File: config.mk
export PLATFORM = sky130hd
export DESIGN_NAME = fetch_unit
export DESIGN_NICKNAME = d
export VERILOG_FILES = /design/src/rtl/fetch_unit.sv
export SDC_FILE = /design/constraint.sdc
export NUM_CORES = 1
export LEC_CHECK = 0
export ABC_AREA = 1
export BUFFER_PORTS_ARGS = -buffer_cell sky130_fd_sc_hd__buf_2
export CORE_AREA = 2 2 180 111
export DETAILED_ROUTE_END_ITERATION = 16
export DIE_AREA = 0 0 182 113
export GPL_TIMING_DRIVEN = 0
export PLACE_DENSITY = 0.86
export REMOVE_ABC_BUFFERS = 1
export SLEW_MARGIN = 0
export SYNTH_ARGS = -nofsm -noshare
export SYNTH_HDL_FRONTEND = slang
export SYNTH_SLANG_ARGS = --single-unit
File: constraint.sdc
create_clock -name clk -period 5.75 [get_ports clk]
set_clock_uncertainty 0.1 [all_clocks]
set_input_delay 1.15 -clock clk [delete_from_list [all_inputs] [get_ports clk]]
set_output_delay 1.15 -clock clk [all_outputs]
set_load 0.005 [all_outputs]
File: src/rtl/fetch_unit.sv
// Instruction-fetch stage: owns the fetch PC, keeps one request in flight to a
// variable-latency instruction memory and buffers one instruction for decode.
module fetch_unit #(
  parameter logic [63:0] RESET_PC  = 64'h0,
  parameter logic [31:0] NOP_INSTR = 32'h00000013
) (
  input  logic        clk,
  input  logic        rst,
  input  logic        stall_f,
  input  logic        redirect_e,
  input  logic [63:0] redirect_pc_e,
  output logic        imem_req,
  output logic [63:0] imem_addr,
  input  logic        imem_rvalid,
  input  logic [31:0] imem_rdata,
  output logic        valid_f,
  output logic [63:0] pc_f,
  output logic [31:0] instr_f
);

  typedef enum logic [1:0] {
    S_ISSUE = 2'd0,
    S_WAIT  = 2'd1,
    S_DROP  = 2'd2
  } state_t;

  state_t      state_q, state_d;
  logic [63:0] pc_q, pc_d;
  logic        valid_q, valid_d;
  logic [63:0] pc_f_q, pc_f_d;
  logic [31:0] instr_buf_q, instr_buf_d;

  logic        consume;
  logic        issue_ok;
  logic [63:0] redirect_target;
  logic        unused_low_bits;

  assign consume         = valid_q & ~stall_f;
  assign redirect_target = {redirect_pc_e[63:2], 2'b00};
  assign unused_low_bits = ^redirect_pc_e[1:0];

  // Issuing only into an empty (or emptying) buffer means a response never
  // finds the buffer occupied, so no skid storage is needed.
  assign issue_ok = (state_q == S_ISSUE) & ~redirect_e & (~valid_q | consume);

  always_comb begin
    state_d     = state_q;
    pc_d        = pc_q;
    valid_d     = valid_q;
    pc_f_d      = pc_f_q;
    instr_buf_d = instr_buf_q;

    if (consume) begin
      valid_d = 1'b0;
    end

    if (redirect_e) begin
      pc_d    = redirect_target;
      valid_d = 1'b0;
      case (state_q)
        S_WAIT:  state_d = imem_rvalid ? S_ISSUE : S_DROP;
        S_DROP:  state_d = imem_rvalid ? S_ISSUE : S_DROP;
        default: state_d = S_ISSUE;
      endcase
    end else begin
      case (state_q)
        S_ISSUE: begin
          if (issue_ok) begin
            state_d = S_WAIT;
          end
        end
        S_WAIT: begin
          if (imem_rvalid) begin
            valid_d     = 1'b1;
            pc_f_d      = pc_q;
            instr_buf_d = imem_rdata;
            pc_d        = pc_q + 64'd4;
            state_d     = S_ISSUE;
          end
        end
        S_DROP: begin
          if (imem_rvalid) begin
            state_d = S_ISSUE;
          end
        end
        default: state_d = S_ISSUE;
      endcase
    end
  end

  always_ff @(posedge clk or posedge rst) begin
    if (rst) begin
      state_q     <= S_ISSUE;
      pc_q        <= RESET_PC;
      valid_q     <= 1'b0;
      pc_f_q      <= 64'h0;
      instr_buf_q <= NOP_INSTR;
    end else begin
      state_q     <= state_d;
      pc_q        <= pc_d;
      valid_q     <= valid_d;
      pc_f_q      <= pc_f_d;
      instr_buf_q <= instr_buf_d;
    end
  end

  assign imem_req  = issue_ok & ~rst;
  assign imem_addr = pc_q;
  assign valid_f   = valid_q;
  assign pc_f      = pc_f_q;
  assign instr_f   = valid_q ? instr_buf_q : NOP_INSTR;

endmodule

==> flow_metrics.py <==
metrics = {
    "power": {
        "p_sw_share_pct": 35.0,
        "power_switching_w": 0.00147,
        "intPower_w": 0.00273,
        "power.density_nw_per_um2": 386,
        "pwr-share-seq_pct": 43.6,
        "p_clk_share_pct": 28.3,
        "worst_ir_drop_vdd_v": 0.000190,
        "comb_power_share_pct": 28.0,
        "p_total_w": 0.00421,
        "power_leakage_nw": 5.74,
    },
    "die": {
        "dieHeight_um": 113,
        "row_count": 39,
        "die-area_um2": 20600,
        "start_util_pct": 46.6,
        "die_w_um": 182,
        "core_area_um2": 18800,
        "pin_count": 263,
    },
    "grt": {
        "antenna_found_initial": 6,
        "grt_use_total_pct": 29.3,
        "grt_pass1_vias": 8601,
        "grt_max_degree": 85,
        "grt-ovfl-total": 0,
        "grt_pass1_wl_um": 46500,
    },
    "synth": {
        "yosysUniqueCellTypes": 31,
        "ys_ff_latch": 159,
        "synth_seq_area_share_pct": 45.4,
        "synth.most_common_cell": "nand2_1",
        "synth_top_flop_cell": "dfrtp_1",
        "synth_area_per_cell_um2": 6.87,
        "netlist.area_leader.share_pct": 44.5,
        "synth-edff-count": 0,
        "synth_commonest_cells": "nand2_1, nor2_1, dfrtp_1",
        "synthTopCellsByArea": "dfrtp_1, nand2_1, nor2_1, inv_1, nand3_1",
        "netlist_area_um2": 8780,
        "netlist_instances": 1278,
        "async_flop_share_pct": 100,
        "yosys.area.top_type": "dfrtp_1",
        "synth_warnings": 0,
    },
    "finish": {
        "syn_to_final_growth_pct": 24.2,
        "fin_nets": 1616,
        "regArea_um2": 3980,
        "drive_gt1_share_pct": 21.0,
        "fin_util_pct": 57.9,
        "n_fill_cell": 1792,
        "multiInputGateArea_um2": 4040,
    },
    "routing": {
        "vias": 9390,
        "drt-vias-per-instance": 5.29,
        "routedWlPerCell_um": 16.6,
        "wl_met3_um": 4010,
        "wl_um": 29500,
        "dr_wl_met2_um": 11800,
        "drc": 0,
        "drtIter0Drc": 877,
        "top_layer_used": "met5",
        "met1_length_um": 13100,
        "ant_nets": 0,
        "drtPass1Iterations": 6,
    },
    "clock_network": {
        "cts_resized": 0,
        "clockRootBuffer": "clkbuf_16",
        "clk_pin_slew_worst_paths_ns": 0.07,
        "numCtsBuffers": 17,
        "h-tree-depth": 4,
        "cts_hold_buf": 0,
        "cts_tree": "yes",
        "cts_buffer_depth": 2,
        "cts.sinks": 159,
        "clock_latency_ns": 0.44,
        "cts_setup_buffers": 0,
    },
    "timing": {
        "finalCritPeriodShare_pct": 86.7,
        "finalHoldViolations": 0,
        "grt_setup_unrepaired": "no",
        "worstMarginPinSlew_ns": 1.45,
        "fin_crit_ns": 4.99,
        "fmax_mhz": 200,
        "setup_violations": 0,
        "maxSlewHeadroom_pct": 3.54,
        "hold_slack_ns": 0.364,
        "finalSetupTns_ns": 0,
        "drv_slew": 0,
    },
    "worst_setup_path": {
        "critPathLaunchType": "input pin",
        "cp-startpoint": "redirect_e",
        "r2r_slack_ns": 2.64,
        "cp_slowest_cell": "nand2_1",
        "end_kind": "flop",
        "r2r_start": "state_q[1]",
        "worstPathMaxFanout": 64,
        "critPathKind": "input pin to flop",
        "critPathRequiredTime_ns": 5.96,
        "crit_path_cell_trace": "buf_2 -> inv_1 -> nand2_1 -> inv_1 -> nand2_1 -> o2111ai_1",
        "arrival_ns": 5.20,
        "cp_slowest_stage_delay_ns": 1.12,
        "r2r_cells": 7,
        "reg2reg_to": "imem_addr[10]",
    },
    "worst_hold_path": {
        "whs_path_depth": 2,
        "holdPathEnd": "pc_f[15]",
        "min-delay-start": "pc_f[15]",
        "min_path_type": "flop to flop",
    },
    "status": {
        "outcome": "finished clean",
    },
    "place": {
        "dp_hpwl_um": 21900,
        "io_buffers": 256,
        "gp_congestion": 0.957,
    },
    "flow_run": {
        "drv_cap": 0,
    },
}
-- sequential cells by signal (all words and copies together) (netlist names) --
| register | cells |
|---|---|
| pc_f | 62 |
| valid_f | 1 |
| state_q | 2 |
| imem_addr | 62 |
| instr_buf_q | 32 |
-- placed cells by master, fill, tap and decap left out, types with 3 or more instances in the layout --
| cell type | n |
|---|---|
| diode_2 | 4 |
| clkbuf_8 | 3 |
| inv_1 | 145 |
| nor2_1 | 229 |
| nor2_2 | 12 |
| o311ai_0 | 3 |
| dfstp_2 | 3 |
| conb_1 | 4 |
| buf_12 | 3 |
| dfrtp_1 | 156 |
| o21ai_0 | 65 |
| o2111ai_1 | 7 |
| nand2_2 | 5 |
| a21oi_1 | 3 |
| buf_2 | 256 |
| nand3_1 | 84 |
| nand4_1 | 39 |
| o211ai_1 | 5 |
| nand2_1 | 429 |
| clkbuf_1 | 3 |
| bufinv_16 | 3 |
| nand3b_1 | 10 |
| clkbuf_16 | 17 |
| ha_1 | 3 |
| nor2_4 | 6 |
| nor3_1 | 11 |
-- how the worst max path moves through the flow --
stage / endpoint / slack [ns] / depth (start not counted)
3_3_place_gp: imem_addr[34] / -1.80 / 2
3_5_place_dp: imem_addr[33] / 0.49 / 6
6_report: imem_addr[10] / 0.76 / 6
4_1_cts: imem_addr[17] / 0.92 / 6
5_1_grt: imem_addr[14] / 0.47 / 6
2_1_floorplan: imem_addr[10] / 0.21 / 1
-- cells by family (layout without fill, tap and decap cells) --
family | after synthesis | count (layout) | share of synthesized area [%]
xor+xnor | 1 | 1 | 0.0998
buf+inv | 196 | 440 | 8.76
simple gates | 828 | 828 | 39.5
compound gates | 90 | 90 | 5.86
fa+ha+maj | 3 | 3 | 0.428
flops | 159 | 159 | 45.4
other cells | 1 | 8 | 0.0427
-- critical path, delay by kind of cell --
family / cells / cell delay, ns
buf+inv: 3 / 2.50
simple gates: 2 / 1.35
compound gates: 1 / 0.12
-- cell type report --
class	instances	area share (%)
inverter	147	5.15
timing repair buffer	261	12.8
antenna	4	0.0918
tap	246	2.82
sequential	159	36.5
clock buffer	23	4.38
multi-input combinational	926	37.0
clock inverter	9	1.22
-- power groups by stage --
stage | Sequential, W | Combinational [W] | Clock [W]
global route | 0.00188 | 0.00135 | 0.00125
global placement | 0.00182 | 0.00114 | 0
floorplan | 0.00180 | 0.000587 | 0
finish | 0.00184 | 0.00118 | 0.00119
detailed placement | 0.00184 | 0.00118 | 0
CTS | 0.00183 | 0.00119 | 0.00120
-- through the flow --
stage	worst slack, ns	cell area (um2)	cells
2_1_floorplan	0.213	8570	1232
3_3_place_gp	-1.80	10200	1734
3_5_place_dp	0.494	10300	1739
4_1_cts	0.922	10900	1771
5_1_grt	0.470	10900	1771
6_report	0.762	10900	1775
-- per-layer routing --
metal,vias up,track usage [%]
met5,-,0
met4,6,7.69
met3,54,11.4
met2,521,41.2
met1,4331,42.1
li1,4478,-
Power figures use the tool's default switching activity.
